--- config.mk ---
export PLATFORM = sky130hd
export DESIGN_NAME = dadda_seq_mult_15_4
export DESIGN_NICKNAME = d
export VERILOG_FILES = /design/src/rtl/dadda_seq_pkg.sv /design/src/rtl/dadda16x16_15_4.sv /design/src/rtl/dadda32x32_15_4.sv /design/src/rtl/dadda64x64_15_4.sv /design/src/rtl/dadda8x8_15_4.sv /design/src/rtl/dadda_seq_mult_15_4.sv
export SDC_FILE = /design/constraint.sdc
export NUM_CORES = 1
export LEC_CHECK = 0
export CORE_MARGIN = 8
export CORE_UTILIZATION = 55
export DETAILED_ROUTE_END_ITERATION = 8
export PLACE_DENSITY = 0.76
export SLEW_MARGIN = 20
export SYNTH_ARGS = -nofsm -noshare
export SYNTH_HDL_FRONTEND = slang
export SYNTH_SLANG_ARGS = --single-unit
--- constraint.sdc ---
create_clock -name clk -period 14.3 [get_ports clk]
set_input_delay 1.43 -clock clk [delete_from_list [all_inputs] [get_ports clk]]
set_output_delay 1.43 -clock clk [all_outputs]
set_load 0.02 [all_outputs]
--- src/rtl/dadda_seq_pkg.sv ---
// Shared types and step tables for the sequential Dadda 15:4 multiplier controller.
// Optional zero-step skipping is enabled by defining DADDA_SEQ_ZERO_SKIP_EN.
package dadda_seq_pkg;

  typedef enum logic [1:0] {
    ST_IDLE = 2'd0,
    ST_CALC = 2'd1,
    ST_DONE = 2'd2
  } state_e;

  typedef logic [1:0] step_t;

  // Bit s set: step s takes the high half of that operand (steps LL, HL, LH, HH).
  localparam logic [3:0] STEP_A_HI = 4'b1010;
  localparam logic [3:0] STEP_B_HI = 4'b1100;

  // Per-step left shift in units of H, two bits per step, step 0 in the LSBs.
  localparam logic [7:0] STEP_SHIFT = 8'b10_01_01_00;

  function automatic logic [1:0] step_shift(input step_t s);
    return STEP_SHIFT[{s, 1'b0} +: 2];
  endfunction

  // Lowest enabled step at or above 'from'; 3'd4 means no step remains.
  function automatic logic [2:0] next_run(input logic [3:0] run, input logic [2:0] from);
    logic [2:0] r;
    r = 3'd4;
    for (int i = 3; i >= 0; i--) begin
      if (run[i] && (3'(i) >= from)) r = 3'(i);
    end
    return r;
  endfunction

  // Step s runs only when both operand halves it multiplies are non-zero.
  function automatic logic [3:0] run_mask(input logic a_lo_nz, input logic a_hi_nz,
                                          input logic b_lo_nz, input logic b_hi_nz);
    return {a_hi_nz & b_hi_nz, a_lo_nz & b_hi_nz, a_hi_nz & b_lo_nz, a_lo_nz & b_lo_nz};
  endfunction

endpackage

--- src/rtl/dadda16x16_15_4.sv ---
// 16x16 unsigned product; behavioural stand-in with the ports of the existing 15:4-counter Dadda array.
module dadda16x16_15_4 (
  input  logic [15:0] a,
  input  logic [15:0] b,
  output logic [31:0] p
);
  assign p = 32'(a) * 32'(b);
endmodule

--- src/rtl/dadda32x32_15_4.sv ---
// 32x32 unsigned product; behavioural stand-in with the ports of the existing 15:4-counter Dadda array.
module dadda32x32_15_4 (
  input  logic [31:0] a,
  input  logic [31:0] b,
  output logic [63:0] p
);
  assign p = 64'(a) * 64'(b);
endmodule

--- src/rtl/dadda64x64_15_4.sv ---
// 64x64 unsigned product; behavioural stand-in with the ports of the existing 15:4-counter Dadda array.
module dadda64x64_15_4 (
  input  logic [63:0]  a,
  input  logic [63:0]  b,
  output logic [127:0] p
);
  assign p = 128'(a) * 128'(b);
endmodule

--- src/rtl/dadda8x8_15_4.sv ---
// 8x8 unsigned product; behavioural stand-in with the ports of the existing 15:4-counter Dadda array.
module dadda8x8_15_4 (
  input  logic [7:0]  a,
  input  logic [7:0]  b,
  output logic [15:0] p
);
  assign p = 16'(a) * 16'(b);
endmodule

--- src/rtl/dadda_seq_mult_15_4.sv ---
// WIDTHxWIDTH unsigned multiplier time-sharing one H x H Dadda array over four partial-product steps.
// Define DADDA_SEQ_ZERO_SKIP_EN to skip steps whose sub-product is known to be zero.
module dadda_seq_mult_15_4 #(
  parameter int unsigned WIDTH = 32
) (
  input  logic               clk,
  input  logic               rst,
  input  logic               in_valid,
  output logic               in_ready,
  input  logic [WIDTH-1:0]   in_a,
  input  logic [WIDTH-1:0]   in_b,
  output logic               out_valid,
  input  logic               out_ready,
  output logic [2*WIDTH-1:0] out_prod,
  output logic               busy
);
  import dadda_seq_pkg::*;

  localparam int unsigned H  = WIDTH / 2;
  localparam int unsigned PW = 2 * WIDTH;

  state_e           state_q, state_d;
  step_t            step_q, step_d;
  logic [3:0]       run_q, run_d;
  logic [3:0]       run_in;
  logic [2:0]       nxt;
  logic [WIDTH-1:0] a_q, b_q;
  logic [PW-1:0]    acc_q;
  logic             out_valid_q;
  logic             accept;

  logic [H-1:0]     op_a, op_b;
  logic [WIDTH-1:0] sub_prod;
  logic [PW-1:0]    addend;

`ifdef DADDA_SEQ_ZERO_SKIP_EN
  assign run_in = run_mask(|in_a[H-1:0], |in_a[WIDTH-1:H], |in_b[H-1:0], |in_b[WIDTH-1:H]);
`else
  assign run_in = 4'hF;
`endif

  assign accept    = (state_q == ST_IDLE) && in_valid;
  assign in_ready  = (state_q == ST_IDLE) && !rst;
  assign busy      = (state_q != ST_IDLE);
  assign out_valid = out_valid_q;
  assign out_prod  = acc_q;

  // Next-state: enter/advance to the next enabled step, or finish when none remains.
  always_comb begin
    state_d = state_q;
    step_d  = step_q;
    run_d   = run_q;
    nxt     = 3'd4;
    case (state_q)
      ST_IDLE: begin
        if (in_valid) begin
          run_d = run_in;
          nxt   = next_run(run_in, 3'd0);
          if (nxt[2]) begin
            state_d = ST_DONE;
          end else begin
            state_d = ST_CALC;
            step_d  = nxt[1:0];
          end
        end
      end
      ST_CALC: begin
        nxt = next_run(run_q, {1'b0, step_q} + 3'd1);
        if (nxt[2]) begin
          state_d = ST_DONE;
        end else begin
          step_d = nxt[1:0];
        end
      end
      ST_DONE: begin
        if (out_ready) begin
          state_d = ST_IDLE;
          step_d  = '0;
        end
      end
      default: begin
        state_d = ST_IDLE;
        step_d  = '0;
      end
    endcase
  end

  always_ff @(posedge clk or posedge rst) begin
    if (rst) begin
      state_q <= ST_IDLE;
      step_q  <= '0;
      run_q   <= '0;
    end else begin
      state_q <= state_d;
      step_q  <= step_d;
      run_q   <= run_d;
    end
  end

  assign op_a = STEP_A_HI[step_q] ? a_q[WIDTH-1:H] : a_q[H-1:0];
  assign op_b = STEP_B_HI[step_q] ? b_q[WIDTH-1:H] : b_q[H-1:0];

  // Align the sub-product to its weight within the full-width accumulator.
  always_comb begin
    addend = '0;
    case (step_shift(step_q))
      2'd0:    addend = PW'(sub_prod);
      2'd1:    addend = PW'(sub_prod) << H;
      default: addend = PW'(sub_prod) << WIDTH;
    endcase
  end

  generate
    if (WIDTH == 16) begin : g_mul
      dadda8x8_15_4 u_mul (.a(op_a), .b(op_b), .p(sub_prod));
    end else if (WIDTH == 32) begin : g_mul
      dadda16x16_15_4 u_mul (.a(op_a), .b(op_b), .p(sub_prod));
    end else if (WIDTH == 64) begin : g_mul
      dadda32x32_15_4 u_mul (.a(op_a), .b(op_b), .p(sub_prod));
    end else if (WIDTH == 128) begin : g_mul
      dadda64x64_15_4 u_mul (.a(op_a), .b(op_b), .p(sub_prod));
    end
  endgenerate

  always_ff @(posedge clk or posedge rst) begin
    if (rst) begin
      a_q         <= '0;
      b_q         <= '0;
      acc_q       <= '0;
      out_valid_q <= 1'b0;
    end else begin
      if (accept) begin
        a_q   <= in_a;
        b_q   <= in_b;
        acc_q <= '0;
      end else if (state_q == ST_CALC) begin
        acc_q <= acc_q + addend;
      end
      out_valid_q <= (state_d == ST_DONE);
    end
  end

endmodule
==> results of run 1 <==
cell type report:
class	count	area [sq um]	area share
Sequential cell	134	3350	0.168
Clock inverter	13	160	0.00800
Tap cell	402	503	0.0251
Multi-Input combinational cell	1652	13100	0.654
Timing Repair Buffer	151	1470	0.0734
Clock buffer	19	453	0.0226
Inverter	262	986	0.0493
cells by family after synthesis:
family / after synthesis
xor gates and xnor gates: 88
muxes: 62
adders and majority gates: 367
AOI/OAI and AO/OA: 391
and+or+nand+nor: 744
DFF: 134
buffers and inverters: 334
state kept, by name, summed over array words and instances (netlist names):
register	count
out_prod	64
a_q	32
b_q	32
state_q	2
step_q	2
out_valid	1
run_q	1
worst max-delay path, delay by kind of cell, from the launching register on:
family	cells	cell delay (ns)
compound gates	14	3.94
xor+xnor	2	0.36
fa+ha+maj	8	3.93
buf+inv	5	0.66
flops	1	0.33
mux	2	0.87
simple gates	5	1.02
cells in the final DEF (no fill, tap or decap), types with 5 or more instances in the layout:
| cell | Yosys | layout |
|---|---|---|
| sky130_fd_sc_hd__a211oi_1 | 7 | 7 |
| sky130_fd_sc_hd__a21o_1 | 51 | 51 |
| sky130_fd_sc_hd__a21oi_1 | 98 | 98 |
| sky130_fd_sc_hd__a22o_1 | 19 | 19 |
| sky130_fd_sc_hd__a31oi_1 | 11 | 11 |
| sky130_fd_sc_hd__and2_1 | 22 | 21 |
| sky130_fd_sc_hd__and3_1 | 8 | 8 |
| sky130_fd_sc_hd__buf_4 | 0 | 17 |
| sky130_fd_sc_hd__clkbuf_16 | 0 | 17 |
| sky130_fd_sc_hd__clkdlybuf4s50_1 | 0 | 134 |
| sky130_fd_sc_hd__dfrtp_1 | 134 | 134 |
| sky130_fd_sc_hd__fa_1 | 195 | 195 |
| sky130_fd_sc_hd__ha_1 | 172 | 172 |
| sky130_fd_sc_hd__inv_1 | 262 | 261 |
| sky130_fd_sc_hd__inv_6 | 0 | 5 |
| sky130_fd_sc_hd__mux2_2 | 29 | 29 |
| sky130_fd_sc_hd__mux2i_1 | 33 | 33 |
| sky130_fd_sc_hd__nand2_1 | 445 | 444 |
| sky130_fd_sc_hd__nand2b_1 | 12 | 11 |
| sky130_fd_sc_hd__nand3_1 | 34 | 34 |
| sky130_fd_sc_hd__nand4_1 | 13 | 13 |
| sky130_fd_sc_hd__nor2_1 | 176 | 175 |
| sky130_fd_sc_hd__nor3_1 | 12 | 12 |
| sky130_fd_sc_hd__o211ai_1 | 11 | 11 |
| sky130_fd_sc_hd__o21a_1 | 7 | 7 |
| sky130_fd_sc_hd__o21ai_0 | 107 | 107 |
| sky130_fd_sc_hd__o21bai_1 | 23 | 23 |
| sky130_fd_sc_hd__o22ai_1 | 8 | 8 |
| sky130_fd_sc_hd__o31ai_1 | 6 | 6 |
| sky130_fd_sc_hd__or2_2 | 6 | 6 |
| sky130_fd_sc_hd__xnor2_1 | 58 | 58 |
| sky130_fd_sc_hd__xor2_1 | 30 | 30 |
worst min-delay path by stage:
stage                        start             endpoint  cells after the start
6_report        b_q[6]$_DFFE_PP0P_   b_q[6]$_DFFE_PP0P_                      2
3_5_place_dp    b_q[4]$_DFFE_PP0P_   b_q[4]$_DFFE_PP0P_                      2
5_1_grt         b_q[9]$_DFFE_PP0P_   b_q[9]$_DFFE_PP0P_                      2
2_1_floorplan  b_q[25]$_DFFE_PP0P_  b_q[25]$_DFFE_PP0P_                      2
3_3_place_gp   b_q[21]$_DFFE_PP0P_  b_q[21]$_DFFE_PP0P_                      2
4_1_cts         b_q[6]$_DFFE_PP0P_   b_q[6]$_DFFE_PP0P_                      2
per-layer routing:
metal  share of wire  track usage
met3            0.10       0.0815
met2            0.43        0.434
met1            0.44        0.405
met5               0            0
met4           0.028       0.0943
metrics by stage:
step	std cells	utilization	hold WS [ns]	instance area, sq um	setup WS [ns]
after floorplan	2120	-	0.440	17700	4.16
after global placement	2601	0.613	0.458	19400	3.62
after detailed placement	2601	0.613	0.462	19400	3.37
after CTS	2633	0.633	0.484	20000	3.29
after global routing	2633	0.633	0.520	20000	2.50
final	2633	0.633	0.479	20000	3.02
==> summary.md, run 1 <==
* finished clean — result of the run
* 11.28 ns — final critical-path required period
* 195 um — die width
* out_prod[63]$_DFFE_PP0P_ — crit path capture
* built — clock tree from TritonCTS
* 8.34 sq um — Avg Cell Area, Syn
* 65 — Synth cell types
* 0.07 ns — clock edge transition at the registers on the reported setup and hold paths
* 0 — count of final hold-check violations
* register to register — class of the worst hold path
* 0.983 — final estimated routing congestion in global placement
* 0 — count of cells resized by post-cts repair
* 0.144 — Synth Area in Compound Gates
* 195 um — die span in y
* 0.190 — register area share after synthesis
* register — sort of element at the end of the critical path
* 0 — DRT antenna net count
* 0 — hold_buf cts
* false — RSZ-0062 raised after global routing
* 14.64 ns — Required @ worst endpoint
* 15.7k — vias in the first global route
* 134 — post-synthesis register bit count
* sky130_fd_sc_hd__nand2_1, sky130_fd_sc_hd__inv_1, sky130_fd_sc_hd__fa_1 — most numerous cell types in the synthesized netlist
* 0 — number of antenna repair diodes
* 0.0436 — xor and xnor fraction of the mapped netlist area
* 0.291 — all-layer global routing usage
* 87.4 mm — wire length of the first global-routing pass
* 0 ns — final sum of negative setup slack
* 0.221 — fraction of post-synthesis cell area in the top cell type by area
* 2711 — Filler cells
* 54.9 mm — wire length reported by the detailed router
* 1.13 ns — transition time at the pin with the least slew margin
* 0.559 — effective utilization at floorplan
* 134 — number of I/O port buffers
* 0.0371 — multiplexer area fraction after synthesis
* 0 — final count of negative-setup-slack endpoints
* 0.0453 — fraction of layout instances using a drive strength above 1
* 1357 — initial drt markers
* out_prod[63]$_DFFE_PP0P_ — critical register-to-register path endpoint
* sky130_fd_sc_hd__mux2i_1 — standard cell with the maximum stage delay on the critical path
* 135 — number of placed I/O pins
* 88.7 MHz — top achievable clock speed
* sky130_fd_sc_hd__fa_1 — cell repeated most along the worst path
* 4 — level count of the clock H-tree
* 3.02 ns — setup slack, reg-to-reg
* 0 — global route overflow
* 0.0116 ns — final worst clock skew
* 0.173 — basic-gate share of the synthesized area counting and, or, nand and nor cells
* 78 — largest net degree at the start of global routing
* 0 — number of synthesized flops with an enable pin
* 44.5 mm — Final HPWL DP
* sky130_fd_sc_hd__nand2_1 — most used standard cell by instance count after synthesis
* 20.8 um — average detailed-routed wire length per instance
* 0 — initial antenna violation count
* 0 — count of yosys warnings during synthesis
* sky130_fd_sc_hd__dfrtp_1 — flip-flop cell with the highest count after synthesis
* register — Worst setup SP type
* 0.0382 sq mm — area enclosed by the die boundary
* 0.789 — final critical-path share of the clock period
* step_q[0]$_DFFE_PP0P_ — RR Startpoint
* 2555 — syn nets
* 0 — Max-Cap Viols
* 2 — Clock Path Buffers
* sky130_fd_sc_hd__fa_1, sky130_fd_sc_hd__dfrtp_1, sky130_fd_sc_hd__ha_1 — biggest area contributors in the synthesized netlist
* 17 — clock buffer count from CTS
* 0.342 — adder-cell area share of the yosys netlist
* 0.244 — Max-Slew Margin vs Limit
* 0 — # Post-CTS Setup Buffers
* register to register — Worst Setup Path Type
* 0.46 ns — Skew-Pair Late Insertion Delay
* 0 — Final Max Slew Viols
* 15.5k — total vias in the final route
* 1.00 — Synth async-reset ratio
* sky130_fd_sc_hd__clkbuf_16 — CTS Root Buffer Type
* 0.0316 sq mm — placeable core area
* 37 — top fanout value on the critical path
* 13.2% — Area Overhead vs Synth
* 5.88 — via-per-instance ratio
* step_q[0]$_DFFE_PP0P_ — CP startpoint
* 7 — Initial DRT Pass Iterations
* 36 — number of cells on the worst reg-to-reg path
* adder cells — main combinational cell family by area after synthesis
* 0.0177 sq mm — Post-Syn Area
* sky130_fd_sc_hd__fa_1 — cell accounting for the most synthesized area
* 2653 — count of nets after finishing
* 0.75 ns — largest stage delay on the critical path
* 11.62 ns — Worst Path Arrival
* 0 — final routed DRC violation total
* 134 — # clock sinks
* 2120 — Gate Count Post-Synth
* 65 — count of standard-cell rows
Power of run 1 is left out: the tool's default activity adds up to more than one toggle a clock period on the data nets, which glitch-free logic cannot reach.
==> inputs of run 2 (changes only) <==
--- a/config.mk
+++ b/config.mk
@@ -8,7 +8,7 @@
 export CORE_MARGIN = 8
 export CORE_UTILIZATION = 55
 export DETAILED_ROUTE_END_ITERATION = 8
-export PLACE_DENSITY = 0.76
+export PLACE_DENSITY = 0.79
 export SLEW_MARGIN = 20
 export SYNTH_ARGS = -nofsm -noshare
 export SYNTH_HDL_FRONTEND = slang
==> constraint.sdc (replaced) <==
create_clock -name clk -period 10.2 [get_ports clk]
set_input_delay 1.02 -clock clk [delete_from_list [all_inputs] [get_ports clk]]
set_output_delay 1.02 -clock clk [all_outputs]
set_load 0.02 [all_outputs]
==> summary.md, run 2 (same netlist as run 1, synthesis figures left out) <==
* finished clean — result of the run
* 16.6% — Area Overhead vs Synth
* 2707 — count of nets after finishing, +2.0%
* 2687 — non-filler instance count after layout, +2.1%
* 9.78 ns — final critical-path required period, -1.50 ns
* 0.652 — final core occ, +0.0190
* 195 um — die width, unchanged
* register — sort of element at the end of the critical path
* 0 ns — final sum of negative setup slack, unchanged
* 1343 — initial drt markers, -1.0%
* 0.0382 sq mm — area enclosed by the die boundary, unchanged
* 4 — level count of the clock H-tree, unchanged
* 5.89 — via-per-instance ratio, +0.20%
* 0 — final routed DRC violation total, unchanged
* 0.311 — Max-Slew Margin vs Limit, +0.0677
* 37 — top fanout value on the critical path, unchanged
* 0 — final count of negative-setup-slack endpoints, unchanged
* 135 — number of placed I/O pins, unchanged
* sky130_fd_sc_hd__clkbuf_16 — CTS Root Buffer Type
* register to register — Worst Setup Path Type
* 0.289 — all-layer global routing usage, -0.00203
* 20.5 um — average detailed-routed wire length per instance, -1.6%
* sky130_fd_sc_hd__fa_1 — cell repeated most along the worst path
* 64 — max reg flops, unchanged
* register — Worst setup SP type
* 195 um — die span in y, unchanged
* 0 — count of final hold-check violations, unchanged
* 2625 — Filler cells, -3.2%
* 17 — clock buffer count from CTS, unchanged
* 0.0783 — fraction of layout instances using a drive strength above 1, +0.0331
* 2653 — placed cell count, +2.0%
* 5 — Initial DRT Pass Iterations, -2
* 0.58 ns — largest stage delay on the critical path, -0.17 ns
* 44.4 mm — Final HPWL DP, -0.30%
* 0.0316 sq mm — placeable core area, unchanged
* 55.1 mm — wire length reported by the detailed router, +0.47%
* sky130_fd_sc_hd__fa_1 — standard cell with the maximum stage delay on the critical path
* 0 — number of antenna repair diodes, unchanged
* built — clock tree from TritonCTS
* 1 — initial antenna violation count, +1
* 0.959 — final critical-path share of the clock period, +0.170
* 0.0132 ns — final worst clock skew, +0.00163 ns
* 0 — global route overflow, unchanged
* 2 — Clock Path Buffers, unchanged
* 65 — count of standard-cell rows, unchanged
* 1.01 — final estimated routing congestion in global placement, +2.8%
* 15.8k — vias in the first global route, +0.29%
* 0 — Max-Cap Viols, unchanged
* 0.47 ns — Skew-Pair Late Insertion Delay, about the same
* 0.06 ns — clock edge transition at the registers on the reported setup and hold paths, about the same
* 134 — number of I/O port buffers, unchanged
* 81 — largest net degree at the start of global routing, +3.8%
* 102 MHz — top achievable clock speed, +15%
* 0.559 — effective utilization at floorplan, unchanged
* 0 — Final Max Slew Viols, unchanged
* 15.8k — total vias in the final route, +2.3%
* 10.57 ns — Required @ worst endpoint, -4.07 ns
* 1.00 ns — transition time at the pin with the least slew margin, -0.128 ns
* 10.15 ns — Worst Path Arrival, -1.47 ns
* 134 — # clock sinks, unchanged
* register to register — class of the worst hold path
* sky130_fd_sc_hd__nand2_1 — most common library cell in the layout ignoring fill and taps
* 0 — DRT antenna net count, unchanged
* 87.2 mm — wire length of the first global-routing pass, -0.24%
* sky130_fd_sc_hd__nand2_1, sky130_fd_sc_hd__inv_1, sky130_fd_sc_hd__fa_1, sky130_fd_sc_hd__nor2_1, sky130_fd_sc_hd__ha_1 — top library cells by usage in the layout, fill and taps aside
[run 2: stage by stage]
stage / hold WS (ns) / instance area [sq um] / setup slack (ns)
3_5_place_dp: 0.459 / 19900 / -0.226
5_1_grt: 0.486 / 20600 / -0.0646
2_1_floorplan: 0.440 / 17700 / 0.0587
3_3_place_gp: 0.469 / 19800 / 0.119
4_1_cts: 0.474 / 20500 / 0.0654
6_report: 0.470 / 20600 / 0.421
[run 2: critical path: cells and delay by family (launching register included)]
kind            cells  cell delay [ns]
fa+ha+maj           8             3.89
simple gates        4             0.72
buf+inv             6             0.62
xor+xnor            2             0.30
flops               1             0.37
mux                 1             0.35
compound gates     16             3.39
[run 2: path summary, 6_finish.rpt]
path	start	endpoint	slack, ns	depth (start not counted)
worst max register to register	step_q[0]$_DFFE_PP0P_	out_prod[61]$_DFFE_PP0P_	0.42	37
max in group asynchronous	rst	step_q[1]$_DFFE_PP0P_	7.64	3
worst min register to register	b_q[25]$_DFFE_PP0P_	b_q[25]$_DFFE_PP0P_	0.47	2
min in group asynchronous	rst	out_prod[38]$_DFFE_PP0P_	1.11	2
worst min-delay path	b_q[25]$_DFFE_PP0P_	b_q[25]$_DFFE_PP0P_	0.47	2
worst max-delay path	step_q[0]$_DFFE_PP0P_	out_prod[61]$_DFFE_PP0P_	0.42	37
[run 2: layer usage]
layer / global-route usage / part of all wire / vias to the layer above
met5: 0 / 0.00022 / -
met4: 0.0837 / 0.023 / 2
met3: 0.0650 / 0.097 / 88
met2: 0.434 / 0.44 / 753
met1: 0.414 / 0.44 / 7740
li1: - / - / 7255
[run 2: area by class of cell]
| class | count | area (sq um) | area share |
|---|---|---|---|
| Clock buffer | 19 | 433 | 0.0210 |
| Clock inverter | 13 | 150 | 0.00728 |
| Inverter | 262 | 986 | 0.0478 |
| Multi-Input combinational cell | 1652 | 13300 | 0.643 |
| Sequential cell | 134 | 3350 | 0.163 |
| Tap cell | 402 | 503 | 0.0244 |
| Timing Repair Buffer | 205 | 1940 | 0.0941 |
[run 2: timing repair]
item | in CTS | in global routing
pin swaps | 0 | 4
endpoints found under the setup margin | 4 | 14
setup buffers | 0 | 2
hold buffers | 0 | 0
resized for setup | 3 | 29
Power of run 2 is left out for the same reason.
==> inputs of run 3 (changes only) <==
--- a/config.mk
+++ b/config.mk
@@ -7,7 +7,10 @@
 export LEC_CHECK = 0
 export CORE_MARGIN = 8
 export CORE_UTILIZATION = 55
+export CTS_CLUSTER_DIAMETER = 50
+export CTS_CLUSTER_SIZE = 24
 export DETAILED_ROUTE_END_ITERATION = 8
+export GPL_TIMING_DRIVEN = 0
 export PLACE_DENSITY = 0.79
 export SLEW_MARGIN = 20
 export SYNTH_ARGS = -nofsm -noshare
==> summary.md, run 3 (same netlist as run 1, synthesis figures left out) <==
* built — clock tree from TritonCTS
* 0.140 ns — min setup slack post-route, -0.281 ns
* 2 — Clock Path Buffers, unchanged
* 134 — # clock sinks, unchanged
* finished clean — result of the run
* 7 — top fanout value on the critical path, -81%
* sky130_fd_sc_hd__fa_1 — standard cell with the maximum stage delay on the critical path
* 0.0918 — fraction of layout instances using a drive strength above 1, +0.0134
* 99.4 MHz — top achievable clock speed, -2.8%
* 0 — count of final hold-check violations, unchanged
* 17 — clock buffer count from CTS, unchanged
* 45.8 mm — Final HPWL DP, +3.2%
* 0 — hold_buf cts, unchanged
* 0.45 ns — Skew-Pair Late Insertion Delay, -0.02 ns
* 6.04 — via-per-instance ratio, +2.5%
* 0 — final routed DRC violation total, unchanged
* register to register — Worst Setup Path Type
* 1 — initial antenna violation count, unchanged
* 0.14 ns — setup slack, reg-to-reg, -0.28 ns
* 59.0 mm — wire length reported by the detailed router, +7.0%
* true — RSZ-0062 raised after global routing
* register — sort of element at the end of the critical path
* 0.0107 ns — final worst clock skew, -0.00249 ns
* 10.53 ns — Required @ worst endpoint, -0.04 ns
* -2.69 ns — Worst Setup Slack post-DPL, -2.46 ns
* 65 — count of standard-cell rows, unchanged
* 4 — level count of the clock H-tree, unchanged
* 21.7 um — average detailed-routed wire length per instance, +5.6%
* 0 — global route overflow, unchanged
* 0 — final count of negative-setup-slack endpoints, unchanged
* 0 — Max-Cap Viols, unchanged
* 16.4k — vias in the first global route, +3.8%
* 0 — number of antenna repair diodes, unchanged
* 20.4% — Area Overhead vs Synth
* sky130_fd_sc_hd__clkbuf_16 — CTS Root Buffer Type
* 0.559 — effective utilization at floorplan, unchanged
* 1.11 ns — transition time at the pin with the least slew margin, +0.102 ns
* 0.59 ns — largest stage delay on the critical path, about the same
* 0 — DRT antenna net count, unchanged
* 0 — Final Max Slew Viols, unchanged
* 0.07 ns — clock edge transition at the registers on the reported setup and hold paths, about the same
* 195 um — die width, unchanged
* 91.3 mm — wire length of the first global-routing pass, +4.7%
* 134 — number of I/O port buffers, unchanged
* register — Worst setup SP type
* sky130_fd_sc_hd__nand2_1, sky130_fd_sc_hd__inv_1, sky130_fd_sc_hd__fa_1, sky130_fd_sc_hd__nor2_1, sky130_fd_sc_hd__ha_1 — top library cells by usage in the layout, fill and taps aside
* sky130_fd_sc_hd__fa_1 — cell repeated most along the worst path
* 0.986 — final critical-path share of the clock period, +0.0276
* 195 um — die span in y, unchanged
* 0.306 — all-layer global routing usage, +0.0165
* 2 — number of instances on the worst hold path, unchanged
* 2743 — count of nets after finishing, +1.3%
* 1.02 — final estimated routing congestion in global placement, +0.64%
* 5 — Initial DRT Pass Iterations, unchanged
* register to register — class of the worst hold path
* sky130_fd_sc_hd__nand2_1 — most common library cell in the layout ignoring fill and taps
* 0.0316 sq mm — placeable core area, unchanged
* 0.242 — Max-Slew Margin vs Limit, -0.0696
* 0.0382 sq mm — area enclosed by the die boundary, unchanged
* 135 — number of placed I/O pins, unchanged
* 102 — largest net degree at the start of global routing, +26%
* 10.39 ns — Worst Path Arrival, +0.24 ns
* 37 — number of cells on the worst reg-to-reg path, unchanged
* 64 — max reg flops, unchanged
* 1575 — initial drt markers, +17%
* 16.4k — total vias in the final route, +3.9%
* 10.06 ns — final critical-path required period, +0.281 ns
-- run 3: changes by cell type in the layout (fill, tap and decap cells not counted), sizes merged --
cell    before  now
clkbuf      19   67
buf         71   58
inv        264  270
clkinv       7    3
bufinv       2    1
-- run 3: final cells by class --
class / count / area (sq um)
Multi-Input combinational cell: 1652 / 13700
Fill cell: 2486 / 10300
Sequential cell: 134 / 3350
Timing Repair Buffer: 179 / 1750
Inverter: 262 / 991
Tap cell: 402 / 503
Clock buffer: 18 / 439
Buffer: 62 / 377
Clock inverter: 14 / 159
-- run 3: metal layers --
layer | up-vias | routed length, um | share of wire | global-route usage
li1 | 7338 | - | - | -
met1 | 8121 | 24600 | 0.42 | 0.419
met2 | 877 | 26200 | 0.44 | 0.466
met3 | 111 | 6640 | 0.11 | 0.0856
met4 | 2 | 1540 | 0.026 | 0.0932
met5 | - | 12 | 0.00020 | 0
-- run 3: per-stage QoR --
| step | instance area [sq um] | instances | utilization | hold slack (ns) | setup TNS, ns |
|---|---|---|---|---|---|
| finish | 21300 | 2723 | 0.673 | 0.471 | 0 |
| global route | 21300 | 2723 | 0.673 | 0.511 | -0.108 |
| CTS | 20800 | 2708 | 0.657 | 0.476 | 0 |
| detailed placement | 19600 | 2657 | 0.619 | 0.458 | -63.77 |
| global placement | 19500 | 2656 | 0.617 | 0.456 | -58.89 |
| floorplan | 17700 | 2120 | - | 0.440 | 0 |
-- run 3: timing repair --
action | CTS | global route
setup endpoints to repair | 44 | 22
gates resized for setup | 95 | 78
pin swaps | 7 | 21
setup buffers | 25 | 17
endpoints found under the hold margin | 0 | 0
cloned | 0 | 2
-- run 3: worst paths after layout --
check | from | end
max in group asynchronous | rst | a_q[25]$_DFFE_PP0P_
worst max-delay path | step_q[0]$_DFFE_PP0P_ | out_prod[63]$_DFFE_PP0P_
worst min-delay path | b_q[25]$_DFFE_PP0P_ | b_q[25]$_DFFE_PP0P_
worst min register to register | b_q[25]$_DFFE_PP0P_ | b_q[25]$_DFFE_PP0P_
worst max register to register | step_q[0]$_DFFE_PP0P_ | out_prod[63]$_DFFE_PP0P_
min in group asynchronous | rst | out_prod[36]$_DFFE_PP0P_
-- run 3: critical path: cells and delay by family (launching register included) --
family | cells | cell delay, ns
multiplexers | 2 | 0.41
flip-flops | 1 | 0.38
AND/OR/NAND/NOR | 5 | 1.01
AO/OA/AOI/OAI | 13 | 2.75
adder cells (fa/ha/maj) | 8 | 3.83
XOR/XNOR | 2 | 0.51
buffers and inverters | 7 | 1.01
Power of run 3 is left out for the same reason.
==> RTL edit (flow settings as in run 1) <==
Make the reset (`rst`) synchronous in 2 clocked blocks.
--- a/src/rtl/dadda_seq_mult_15_4.sv
+++ b/src/rtl/dadda_seq_mult_15_4.sv
@@ -87,3 +87,3 @@
 
-  always_ff @(posedge clk or posedge rst) begin
+  always_ff @(posedge clk) begin
     if (rst) begin
@@ -124,3 +124,3 @@
 
-  always_ff @(posedge clk or posedge rst) begin
+  always_ff @(posedge clk) begin
     if (rst) begin
Formal check against the unedited RTL: not equivalent (Yosys sat finds a counterexample within 4 cycles, from zero or initial values and one cycle with rst high; the reset may be asserted at any time).
==> RTL edit against run 1 <==
  * Design area decreased by 0.79%
  * First-iteration DRC count decreased by 11%
  * Worst setup slack improved by 0.16 ns
  * Sequential cell count unchanged
  * Die area decreased by 0.47%
  * Count of clock-buffer cells in the layout unchanged
  * Sequential share of layout area decreased by 3.2 points
  * Area after synthesis decreased by 0.50%
  * Routed wire length increased by 1.2%
  * Critical path type unchanged
  * Largest cell class unchanged
Power is left out: it rests on default switching activity, and per cell area and clock period it moved more than threefold.
==> RTL edit: results (changes against run 1) <==
run status = complete, no violations
M2 GR Usage = 48.90% (+5.5 points)
Critical Path Source = step_q[0]$_SDFFE_PP0P_
Post-Syn Nets = 2,688 (+5.2%)
Overall Global Routing Usage = 29.41% (+0.29 points)
CTS Buffer Depth = 2 (unchanged)
Port Buffers = 134 (unchanged)
initial antenna violation count = 0 (unchanged)
largest net degree at the start of global routing = 68 (-13%)
initial DRC count = 1,210 (-11%)
n_diodes = 0 (unchanged)
R2R setup slack = 3.18 ns (+0.16 ns)
Post-synth top flop = dfxtp_1
Worst path slowest cell = mux2i_1
DRT Pass-1 Iters = 8 (+1)
Synth warnings = 0 (unchanged)
reg2reg path depth = 35 (-2.8%)
Synth top cells by count = nand2_1 (438), inv_1 (261), a21oi_1 (213)
CTS Buf Count = 17 (unchanged)
vias = 16.06k (+3.7%)
CP max stage delay = 0.97 ns (+0.22 ns)
RePlAce Congestion = 0.9789 (-0.38%)
H-tree depth = 4 (unchanged)
Synth cell types = 68 (+4.6%)
root buffer cell = clkbuf_16
Synth async-reset ratio = 0% (-100 points)
hold path start = b_q[6]$_SDFFE_PP0P_
hpwl dp = 44.80 mm (+0.69%)
max FFs per register = 64 (unchanged)
post-CTS sizing = 0 (unchanged)
Post-CTS Setup Bufs = 0 (unchanged)
final WL = 55.54 mm (+1.2%)
met3 Usage GRT = 6.201% (-1.9 points)
Seq/Total Area, Yosys = 15.24% (-3.7 points)
Final nets = 2,754 (+3.8%)
routing usage on met1 = 37.10% (-3.4 points)
Max FO, Critical Path = 38 (+2.7%)
Hold Path Sink = b_q[6]$_SDFFE_PP0P_
layout cells sized above 1 = 4.419% (-0.11 points)
Reg clk slew, reported paths = 0.06 ns
Hold/Removal Path Class = reg2reg
crit path DAT = 11.51 ns (-0.11 ns)
Hold Crit Depth = 2 (unchanged)
top cells by area, synth = fa_1 (22%), dfxtp_1 (15%), ha_1 (12%)
CP Capture Point = out_prod[63]$_SDFFE_PP0P_
clock latency on the worst-skew pair = 0.46 ns (about the same)
Least-Margin Pin Slew = 1.076 ns (-0.05637 ns)
Worst Skew = 0.01333 ns (+0.001721 ns)
first-pass GRT wire length = 89.11 mm (+2.0%)
==> RTL edit: per-stage QoR <==
| step | setup WS, ns | cell area (µm²) | cells | util (%) | hold WS, ns |
|---|---|---|---|---|---|
| after floorplan | 4.193 | 17600 | 2253 | - | 0.4329 |
| after global routing | 2.693 | 19860 | 2733 | 62.93 | 0.4804 |
| after detailed placement | 3.426 | 19180 | 2702 | 60.79 | 0.4493 |
| final | 3.182 | 19860 | 2733 | 62.93 | 0.4617 |
| after global placement | 3.550 | 19180 | 2702 | 60.79 | 0.4474 |
| after CTS | 3.345 | 19860 | 2733 | 62.93 | 0.4605 |
==> RTL edit: final cells by class <==
cell class                 instances  area (µm²)
multi-input combinational       1754       13550
fill                            2738       11700
sequential                       134        2685
timing repair buffer             151        1464
inverter                         261       979.7
tap                              402       503.0
clock buffer                      19       452.9
clock inverter                    12       224.0
==> RTL edit: kinds of logic (layout without fill, tap and decap cells) <==
kind of cell / count (synthesis) / after routing / share of synthesized area (%)
XOR/XNOR: 84 / 84 / 4.180
buffers and inverters: 365 / 443 / 7.856
adder cells (fa/ha/maj): 367 / 367 / 34.41
multiplexers: 60 / 60 / 3.619
flip-flops: 134 / 134 / 15.24
AO/OA/AOI/OAI: 474 / 474 / 16.49
AND/OR/NAND/NOR: 769 / 769 / 18.21
==> RTL edit: metal layers <==
layer	share of wire [%]	up-vias	wire length, µm
met5	0	-	0
met4	3.8	0	2099
met3	7.1	137	3967
met2	47	617	26150
met1	42	7794	23330
li1	-	7509	-
==> RTL edit: worst max-delay path: cells and delay by family (launching register included) <==
family                     cells  cell delay, ns
AOI/OAI and AO/OA              7            1.92
xor gates and xnor gates       2            0.26
muxes                          1            0.97
buffers and inverters          5            0.35
adders and majority gates      8            4.00
DFF                            1            0.95
and+or+nand+nor               12            2.56
